**src/rtl/ifu_pkg.sv**
```systemverilog
// Shared definitions for the instruction-fetch unit.
//   ifu_state_e : fetch FSM encoding (RUN fetches, HALT freezes the PC).
//   NOP_INSTR   : value shown in the IF/ID slot out of reset (addi x0,x0,0).
//   PC_STEP     : byte increment between sequential instructions.
package ifu_pkg;

    typedef enum logic [0:0] {
        ST_RUN  = 1'b0,
        ST_HALT = 1'b1
    } ifu_state_e;

    localparam logic [31:0] NOP_INSTR = 32'h0000_0013;
    localparam logic [31:0] PC_STEP   = 32'd4;

endpackage

```
**src/rtl/ifu_perf_cnt.sv**
```systemverilog
// Fetch-stage performance counters, built only when IFU_PERF_CNT_EN is defined.
// Ports:
//   clk, rst_n : clock and asynchronous active-low reset
//   fire       : an instruction was handed to decode this cycle
//   stall      : the slot was valid but decode did not accept it this cycle
//   fetch_cnt  : running count of fire cycles (wraps at 2^32)
//   stall_cnt  : running count of stall cycles (wraps at 2^32)
module ifu_perf_cnt (
    input  logic        clk,
    input  logic        rst_n,
    input  logic        fire,
    input  logic        stall,
    output logic [31:0] fetch_cnt,
    output logic [31:0] stall_cnt
);

    logic [31:0] fetch_cnt_r;
    logic [31:0] stall_cnt_r;

    // Free-running event counters; natural 32-bit overflow gives the wrap.
    always_ff @(posedge clk or negedge rst_n) begin
        if (!rst_n) begin
            fetch_cnt_r <= 32'd0;
            stall_cnt_r <= 32'd0;
        end else begin
            if (fire) begin
                fetch_cnt_r <= fetch_cnt_r + 32'd1;
            end
            if (stall) begin
                stall_cnt_r <= stall_cnt_r + 32'd1;
            end
        end
    end

    assign fetch_cnt = fetch_cnt_r;
    assign stall_cnt = stall_cnt_r;

endmodule

```
**src/rtl/ifu_fetch_stage.sv**
```systemverilog
// Instruction-fetch stage: owns the PC, addresses a combinational instruction
// ROM and registers the returned word plus its PC into a valid/ready IF/ID slot.
// Branch/jump redirects flush the slot; halt_req/resume stop and restart fetch.
// Optional build macro: IFU_PERF_CNT_EN adds fetch/stall counters; without it
// fetch_cnt and stall_cnt read as zero.
// Ports:
//   clk, rst_n                  : clock, asynchronous active-low reset
//   rom_addr / rom_data         : ROM word address (pc[ADDR_W+1:2]) / instruction
//   redirect_valid, redirect_pc : taken branch/jump and its byte target
//   halt_req, resume            : stop fetching / restart from the current PC
//   if_valid, if_ready          : IF/ID slot handshake
//   if_instr, if_pc             : slot contents
//   halted                      : FSM is in HALT
//   fetch_cnt, stall_cnt        : performance counters
module ifu_fetch_stage
    import ifu_pkg::*;
#(
    parameter int          ADDR_W   = 10,
    parameter logic [31:0] RESET_PC = 32'h0000_0000
) (
    input  logic              clk,
    input  logic              rst_n,
    output logic [ADDR_W-1:0] rom_addr,
    input  logic [31:0]       rom_data,
    input  logic              redirect_valid,
    input  logic [31:0]       redirect_pc,
    input  logic              halt_req,
    input  logic              resume,
    output logic              if_valid,
    input  logic              if_ready,
    output logic [31:0]       if_instr,
    output logic [31:0]       if_pc,
    output logic              halted,
    output logic [31:0]       fetch_cnt,
    output logic [31:0]       stall_cnt
);

    ifu_state_e  state_r;
    logic [31:0] pc_r;
    logic        if_valid_r;
    logic [31:0] if_instr_r;
    logic [31:0] if_pc_r;

    logic        accept_s;
    logic        load_s;
    logic        unused_s;

    // The low target bits are dropped when forming the word-aligned redirect PC.
    assign unused_s = ^redirect_pc[1:0];

    // Slot handshake and load qualification. A redirect overrides both.
    always_comb begin
        accept_s = if_valid_r & if_ready;
        load_s   = 1'b0;
        if ((state_r == ST_RUN) && !halt_req && !redirect_valid) begin
            load_s = ~if_valid_r | if_ready;
        end else begin
            load_s = 1'b0;
        end
    end

    // Fetch FSM with PC and IF/ID slot registers.
    always_ff @(posedge clk or negedge rst_n) begin
        if (!rst_n) begin
            state_r    <= ST_RUN;
            pc_r       <= RESET_PC;
            if_valid_r <= 1'b0;
            if_instr_r <= NOP_INSTR;
            if_pc_r    <= 32'h0000_0000;
        end else begin
            case (state_r)
                ST_RUN: begin
                    if (halt_req) begin
                        state_r <= ST_HALT;
                    end
                end
                ST_HALT: begin
                    // halt_req wins over a simultaneous resume.
                    if (resume && !halt_req) begin
                        state_r <= ST_RUN;
                    end
                end
                default: begin
                    state_r <= ST_RUN;
                end
            endcase

            if (redirect_valid) begin
                pc_r       <= {redirect_pc[31:2], 2'b00};
                if_valid_r <= 1'b0;
            end else if (load_s) begin
                if_instr_r <= rom_data;
                if_pc_r    <= pc_r;
                if_valid_r <= 1'b1;
                pc_r       <= pc_r + PC_STEP;
            end else if (accept_s) begin
                // Accepted while halting/halted: drain without refilling.
                if_valid_r <= 1'b0;
            end
        end
    end

    assign rom_addr = pc_r[ADDR_W+1:2];
    assign if_valid = if_valid_r;
    assign if_instr = if_instr_r;
    assign if_pc    = if_pc_r;
    assign halted   = (state_r == ST_HALT);

`ifdef IFU_PERF_CNT_EN
    logic fire_s;
    logic stall_s;

    // A flushed slot is not counted as delivered, even if decode was ready.
    assign fire_s  = accept_s & ~redirect_valid;
    assign stall_s = if_valid_r & ~if_ready;

    ifu_perf_cnt u_perf_cnt (
        .clk       (clk),
        .rst_n     (rst_n),
        .fire      (fire_s),
        .stall     (stall_s),
        .fetch_cnt (fetch_cnt),
        .stall_cnt (stall_cnt)
    );
`else
    assign fetch_cnt = 32'h0000_0000;
    assign stall_cnt = 32'h0000_0000;
`endif

endmodule

```
**config.mk**
```make
export PLATFORM = sky130hd
export DESIGN_NAME = ifu_fetch_stage
export DESIGN_NICKNAME = d
export VERILOG_FILES = /design/src/rtl/ifu_pkg.sv /design/src/rtl/ifu_perf_cnt.sv /design/src/rtl/ifu_fetch_stage.sv
export SDC_FILE = /design/constraint.sdc
export NUM_CORES = 1
export LEC_CHECK = 0
export ABC_AREA = 1
export CAP_MARGIN = 10
export CELL_PAD_IN_SITES_DETAIL_PLACEMENT = 1
export CELL_PAD_IN_SITES_GLOBAL_PLACEMENT = 1
export CORE_ASPECT_RATIO = 0.75
export CORE_MARGIN = 5
export CORE_UTILIZATION = 33
export DETAILED_ROUTE_END_ITERATION = 10
export PLACE_DENSITY_LB_ADDON = 0.05
export SLEW_MARGIN = 10
export SYNTH_ARGS = -nofsm -noshare
export SYNTH_HDL_FRONTEND = slang
export SYNTH_SLANG_ARGS = --single-unit
```
**constraint.sdc**
```tcl
create_clock -name clk -period 5 [get_ports clk]
set_clock_uncertainty 0.2 [all_clocks]
set_input_delay 0.75 -clock clk [delete_from_list [all_inputs] [get_ports clk]]
set_output_delay 0.75 -clock clk [all_outputs]
set_load 0.005 [all_outputs]
```
[After elaboration in Yosys (flattened, before gate mapping)]
Cells that the tools add are included.
Widths: inputs -> output; s select.
Word-level totals
  register bits: 98
  output and inout port bits: 140
  input bits: 70
Cells by class
  mux-type cells: 9
  bitwise gates (word level): 5
  $add $sub $neg: 1
  reduce and logical (&&, ||, !) cells: 8
Operators by type and width (number)
  $mux 32: 2
  $add 32x3->32 const B: 1
  $mux 1: 6
  $logic_and 1x1->1: 3
  $not 1->1: 3
  $reduce_bool 3->1: 1
  $logic_not 1->1: 2
  $pmux 1 s2: 1
  $reduce_and 2->1: 1
  $reduce_bool 2->1: 1
  $and 1x1->1: 1
  $or 1x1->1: 1

[Longest topological paths before layout]
Gate-level depths: netlist (run 1).
  depth in word-level cells: 6
  mapped depth: 10

[Worst setup path after synthesis (run 1)]
OpenSTA, ideal clock, no wires.
  kind: input-to-reg
  start point: input halt_req
  end point: register if_pc_r[16], in the netlist if_pc[16]
  data arrival time: 1.555 ns
  required time: 4.683 ns
  setup time: 0.117 ns
  slack: 3.129 ns
  path buffers: 2
  stages on the path: 8
  cell sequence: nor2_4 > nand2_4 > nor2_8 > inv_2 > buf_6 > buf_2 > nand2_1 > nand2_1
On the way
  cells in the longest elaborated chain, start to end: 5
RTL lines
  start, declared: line ifu_fetch_stage.sv:27  | input logic halt_req,
  $logic_not 1->1: line ifu_fetch_stage.sv:55  | if ((state_r == ST_RUN) && !halt_req && !redirect_valid) begin
  $logic_and 1x1->1 (2 in series): line ifu_fetch_stage.sv:55
  $mux 1: line ifu_fetch_stage.sv:55
  $reduce_and 2->1 (no line)
  end signal, assigned: line ifu_fetch_stage.sv:93  | if_pc_r <= pc_r;
  end, declared: line ifu_fetch_stage.sv:42  | logic [31:0] if_pc_r;
Every way passes these cells.
A chain may end at the register's enable or synchronous reset.

[Worst setup path in the final report (run 1)]
  start point: input redirect_valid
  end point: register if_pc_r[31], in the netlist if_pc[31]
On the way
  cells in the longest elaborated chain, start to end: 4
  elaborated cells on any way between the ends: 5
  classes of those cells: 1 x mux; 1 x bitwise; 3 x reduce/logical
RTL lines
  start, declared: line ifu_fetch_stage.sv:25  | input logic redirect_valid,
  $logic_not 1->1: line ifu_fetch_stage.sv:55
  $logic_and 1x1->1: line ifu_fetch_stage.sv:55
  $mux 1: line ifu_fetch_stage.sv:55
  $reduce_and 2->1 (no line) (*)
Mark *: on every way between the ends. The rest lies on a longest branch, timed or not.

==> impl_metrics.csv, run 1 <==
group,metric,value,unit
outcome,status,"finished, final reports clean",
timing,worst_slew_pin_slew,0.835,ns
logic_synthesis,synth_mux_area_share,0,%
logic_synthesis,synth.top_cells.by_count,"nand2_1, dfrtp_1, buf_4",
power_and_ir_drop,p_sw,0.000708,W
logic_synthesis,syn_area,0.00510,sq mm
min_path,hold_class,"reg2reg",
final_layout,stdcell_area,0.00669,sq mm
timing,fin_crit,2.48,ns
cts,clk_pin_slew,0.07,ns
logic_synthesis,ys_warn_count,0,
final_layout,diodes,0,
logic_synthesis,synth_edf_count,0,
cts,clock_path_buffers,2,
cts,cts_setup_buffers,0,
worst_setup_path,worstSetupPathType,"in2reg",
final_layout,drive_gt1_share,5.41,%
logic_synthesis,avgSynthCellArea,7.68,sq um
cts,cts_tree,"yes",
route,drt-total-wl,15700,um
worst_setup_path,critPathMaxFanout,45,
cts,clkLatencyLatePin,0.35,ns
route,drt-wirelength-per-cell,15.7,um
power_and_ir_drop,p_int,0.00166,W
timing,fin_tns_setup,0,ns
placement,placedCellCount,984,
logic_synthesis,synth.area.top_cells,"dfrtp_1, nand2_1, buf_4",
timing,report.final.slew_viol_count,0,
floorplan,die_w,154,um
cts,cts-resized-gates,0,
worst_setup_path,cp.arrival,2.56,ns
timing,clock.fmax,403,MHz
global_routing,grt_max_degree,63,
route,dr_total_vias,4469,
power_and_ir_drop,p_comb_share,26.9,%
route,drtIter0Drc,197,
power_and_ir_drop,pwr-share-seq,42.7,%
final_layout,nets,861,
timing,fin_ws,2.52,ns
timing,setup-violations-final,0,
global_routing,grt_pass1_wl,25500,um
worst_setup_path,crit_slowest_cell,"clkdlybuf4s50_1",
logic_synthesis,synthArstFlopShare,100,%
floorplan,io_pins,210,
logic_synthesis,yosys.area.top_type_share,44.7,%
global_routing,antenna_found_initial,0,
route,final_antenna_net_count,0,
logic_synthesis,synth-seq-cells,94,
worst_setup_path,critPathLaunchType,"input pin",
placement,portBuffers,141,
power_and_ir_drop,swShare,29.9,%
route,vias_per_cell,4.47,
global_routing,grt_overflow_total,0,
final_layout,fin_cells,1000,
cts,h-tree-depth,3,
worst_setup_path,ff2ff_path_depth,6,
final_layout,syn_to_final_growth,31.2,%
cts,cts_buffers,9,
power_and_ir_drop,power.leakage,3.19,nW
power_and_ir_drop,p_per_area,354,mW/mm^2
floorplan,die_area,0.0181,sq mm
placement,globalplace.congestion,0.784,
logic_synthesis,synth.largest_area_cell,"dfrtp_1",
logic_synthesis,synth_fa_ha_area_share,0.245,%
power_and_ir_drop,irDropWorstVdd,0.000146,V
cts,clock_sinks,94,
logic_synthesis,synth_xor_area_share,0.859,%
route,drc,0,
worst_setup_path,worst_setup_path_end_kind,"register",
worst_setup_path,critical_path.max_stage_delay,0.75,ns
power_and_ir_drop,pwr-share-clk,30.4,%
logic_synthesis,synth_top_family_by_area,"simple AND/OR/NAND/NOR gates",
worst_setup_path,cp_data_required_time,5.08,ns
floorplan,die_h,118,um
cts,cts_root_buffer,"clkbuf_16",
placement,pre_cts_ws,2.10,ns
logic_synthesis,synthCells,664,
timing,rsz0062_at_grt,"false",
placement,placed_area,0.00638,sq mm
logic_synthesis,synth_compound_area_share,7.36,%
cts,cts_hold_buf,0,
min_path,hold_depth,2,
job,cap_violations,0,
floorplan,rows,39,
floorplan,initial_core_util,33.6,%
worst_setup_path,cp_cell_sequence,"clkdlybuf4s50_1 -> nor2_8 -> inv_2 -> buf_12 -> nand2_1 -> o21ai_0",
logic_synthesis,yosysUniqueCellTypes,35,
global_routing,grt_usage,17.4,%
global_routing,grt_pass1_vias,4811,
timing,relSlewSlack,44.3,%
logic_synthesis,yosysSeqAreaShare,46.2,%
logic_synthesis,ys.flop_type,"dfrtp_1",
logic_synthesis,synth-simple-area-share,28.3,%
floorplan,core-area,0.0152,sq mm
power_and_ir_drop,total_power,0.00237,W
logic_synthesis,yosysMostFrequentCell,"nand2_1",
timing,finalHoldViolations,0,
timing,fin_crit_sh,49.7,%
route,dr.pass1.iters,5,
placement,dp_hpwl,11800,um
## layer usage
metal	global-route usage, %	part of all wire, %
met5	0	0
met4	3.97	1.3
met3	4.19	4.8
met2	29.0	47
met1	23.1	47
## critical path: cells and delay by family
kind / cells / cell delay, ns
compound gates: 1 / 0.07
simple gates: 2 / 0.15
buf+inv: 3 / 1.55
## layout make-up
cell class | count | area, sq um
Multi-Input combinational cell | 489 | 2120
Clock buffer | 9 | 225
Tap cell | 205 | 256
Clock inverter | 7 | 81.3
Sequential cell | 94 | 2360
Fill cell | 1881 | 8480
Inverter | 49 | 184
Timing Repair Buffer | 147 | 1470
## state kept, by name, summed over array words and instances, names as in the netlist
name and cells:
pc_r 30, if_pc 30, if_instr 32, halted 1, if_valid 1
## path summary, 6_finish.rpt
kind	from	end	slack, ns
setup / recovery	redirect_valid	if_pc[31]	2.52
hold / removal	if_instr[1]	if_instr[1]	0.27
setup reg to reg	halted	pc_r[27]	3.01
hold reg to reg	if_instr[1]	if_instr[1]	0.27
max in group asynchronous	rst_n	if_instr[4]	3.31
min in group asynchronous	rst_n	if_pc[6]	0.30
## cell families (layout without fill, tap and decap cells)
logic type	after synthesis	in the layout
compound gates	69	69
xor+xnor	5	5
fa+ha+maj	1	1
buf+inv	146	212
flops	94	94
other cells	1	66
simple gates	348	348
## stage by stage
stage / hold slack (ns) / util (%)
3_5_place_dp: 0.259 / 42.1
6_report: 0.267 / 44.1
2_1_floorplan: 0.251 / -
3_3_place_gp: 0.252 / 42.1
4_1_cts: 0.272 / 44.1
5_1_grt: 0.289 / 44.1
## power groups by stage
stage / clock [W] / combinational, W / sequential, W
3_5_place_dp: 0 / 0.000646 / 0.00103
6_report: 0.000719 / 0.000636 / 0.00101
2_1_floorplan: 0 / 0.000277 / 0.00102
4_1_cts: 0.000745 / 0.000650 / 0.00101
3_3_place_gp: 0 / 0.000631 / 0.00102
5_1_grt: 0.000774 / 0.000705 / 0.00104
## cell usage in the layout, fill, tap and decap left out, types with 4 or more instances in the layout
| cell type | instances |
|---|---|
| o21ai_0 | 38 |
| o21ai_1 | 4 |
| xor2_1 | 4 |
| nand4_1 | 5 |
| dfrtp_1 | 91 |
| clkbuf_16 | 9 |
| nor2_1 | 51 |
| nand2_1 | 240 |
| inv_1 | 46 |
| nand3_1 | 34 |
| a21oi_1 | 12 |
| clkdlybuf4s50_1 | 140 |
| a31oi_1 | 4 |
| buf_4 | 6 |
| conb_1 | 66 |
| o22ai_1 | 4 |
| nor2_2 | 6 |
Power figures use the tool's default switching activity.
==> run 2: changes to the inputs <==
CORE_UTILIZATION = 30   (was 33)
clock period = 2.55 ns   (was 5 ns; I/O delays follow)
==> impl_metrics.csv, run 2 (synthesized netlist as in run 1, its figures left out) <==
group,metric,value,unit
route,final_antenna_net_count,0,
cts,cts_root_buffer,"clkbuf_16",
floorplan,io_pins,210,
final_layout,final_common_cell,"nand2_1",
worst_setup_path,critPathLaunchType,"register",
final_layout,drive_gt1_share,5.86,%
global_routing,grt_overflow_total,0,
cts,cts_buffers,9,
min_path,hold_class,"reg2reg",
power_and_ir_drop,power.leakage,3.23,nW
min_path,hold_depth,2,
final_layout,nets,868,
route,dr_total_vias,4475,
timing,fin_ws,0.578,ns
placement,placed_area,0.00648,sq mm
placement,dp_hpwl,12200,um
route,drt-total-wl,15800,um
worst_setup_path,ff2ff_path_depth,8,
power_and_ir_drop,pwr-share-seq,42.1,%
cts,cts_setup_buffers,0,
placement,pre_cts_ws,0.254,ns
floorplan,die_h,123,um
global_routing,antenna_found_initial,0,
placement,globalplace.congestion,0.798,
cts,h-tree-depth,3,
worst_setup_path,cp.arrival,2.00,ns
floorplan,initial_core_util,30.4,%
floorplan,die_area,0.0197,sq mm
worst_setup_path,worst_setup_path_end_kind,"register",
route,drt-wirelength-per-cell,15.5,um
power_and_ir_drop,irDropWorstVdd,0.000314,V
power_and_ir_drop,swShare,28.9,%
cts,clock_sinks,94,
route,vias_per_cell,4.40,
worst_setup_path,cp_data_required_time,2.58,ns
power_and_ir_drop,p_sw,0.00137,W
timing,finalHoldViolations,0,
final_layout,fin_cells,1017,
timing,fin_crit_sh,77.3,%
timing,clock.fmax,507,MHz
placement,placedCellCount,1000,
final_layout,stdcell_area,0.00681,sq mm
cts,clock_path_buffers,2,
timing,fin_tns_setup,0,ns
timing,fin_crit,1.97,ns
floorplan,core-area,0.0168,sq mm
power_and_ir_drop,pwr-share-clk,31.2,%
job,cap_violations,0,
final_layout,syn_to_final_growth,33.5,%
final_layout,diodes,0,
route,drtIter0Drc,231,
global_routing,grt_pass1_wl,25300,um
cts,clk_pin_slew,0.07,ns
route,dr.pass1.iters,4,
cts,clkLatencyLatePin,0.36,ns
power_and_ir_drop,p_comb_share,26.7,%
floorplan,rows,41,
power_and_ir_drop,p_int,0.00335,W
timing,setup-violations-final,0,
worst_setup_path,critPathMaxFanout,6,
global_routing,grt_pass1_vias,4770,
route,drc,0,
final_layout,fill_cells,2038,
worst_setup_path,worstSetupPathType,"reg2reg",
timing,report.final.slew_viol_count,0,
final_layout,largest_reg_flops,32,
placement,portBuffers,141,
outcome,status,"finished, final reports clean",
floorplan,die_w,161,um
final_layout,final_util,40.6,%
final_layout,final_cell_mix,"nand2_1, clkdlybuf4s50_1, dfrtp_1",
cts,cts_tree,"yes",
global_routing,grt_max_degree,55,
timing,rsz0062_at_grt,"false",
global_routing,grt_usage,16.3,%
power_and_ir_drop,p_per_area,693,mW/mm^2
-- run 2: cell types whose count changed in the layout (fill, tap and decap cells not counted), sizes merged --
| cell | delta |
|---|---|
| clkinvlp | +2 |
| buf | +6 |
| clkinv | -2 |
| clkbuf | +2 |
| dlygate4sd3 | +1 |
| bufinv | +1 |
| inv | -3 |
-- run 2: power groups by stage --
| stage | Combinational [W] | Clock, W | Sequential (W) |
|---|---|---|---|
| after global placement | 0.00125 | 0 | 0.00201 |
| final | 0.00126 | 0.00147 | 0.00199 |
| after detailed placement | 0.00128 | 0 | 0.00202 |
| after CTS | 0.00129 | 0.00152 | 0.00199 |
| after global routing | 0.00141 | 0.00158 | 0.00204 |
| after floorplan | 0.000544 | 0 | 0.00200 |
-- run 2: metal layers --
layer / track usage, % / up-vias / routed length (um)
li1: - / 2197 / -
met1: 22.2 / 2151 / 7540
met2: 25.9 / 117 / 7240
met3: 5.10 / 10 / 896
met4: 3.12 / 0 / 124
met5: 0 / - / 0
-- run 2: metrics by stage --
stage / power, W / hold WS [ns]
after floorplan: 0.00255 / -0.113
after global placement: 0.00326 / 0.106
after detailed placement: 0.00330 / 0.110
after CTS: 0.00480 / 0.272
after global routing: 0.00503 / 0.299
final: 0.00472 / 0.266
-- run 2: critical path: stages, from the launching register on --
cell and delay [ns]:
dfrtp_1 0.44, ha_1 0.21, nand2_1 0.11, nor2_4 0.15, nand2_2 0.14, nor2_2 0.23, nand2_1 0.12, o21ai_1 0.17
a21boi_1 0.08
-- run 2: what timing repair did --
| item | in CTS | in global routing |
|---|---|---|
| resized for setup | 0 | 0 |
| endpoints found under the hold margin | 19 | 0 |
| setup endpoints to repair | 0 | 0 |
| hold buffers | 1 | 0 |
-- run 2: worst paths after layout --
check / from / to / slack, ns
max: pc_r[2] / pc_r[14] / 0.58
min reg2reg: if_instr[4] / if_instr[4] / 0.27
max in group asynchronous: rst_n / if_instr[4] / 1.10
min in group asynchronous: rst_n / if_pc[3] / 0.29
max reg2reg: pc_r[2] / pc_r[14] / 0.58
min: if_instr[4] / if_instr[4] / 0.27
-- run 2: cell type report --
class                   instances  area (sq um)  area share (%)
clock buffers                  11           233            3.42
clock inverters                 5          83.8            1.23
inverters                      49           184            2.70
multi-input cells             489          2120            31.2
flip-flops and latches         94          2360            34.6
well taps                     215           269            3.95
repair buffers                154          1560            22.9
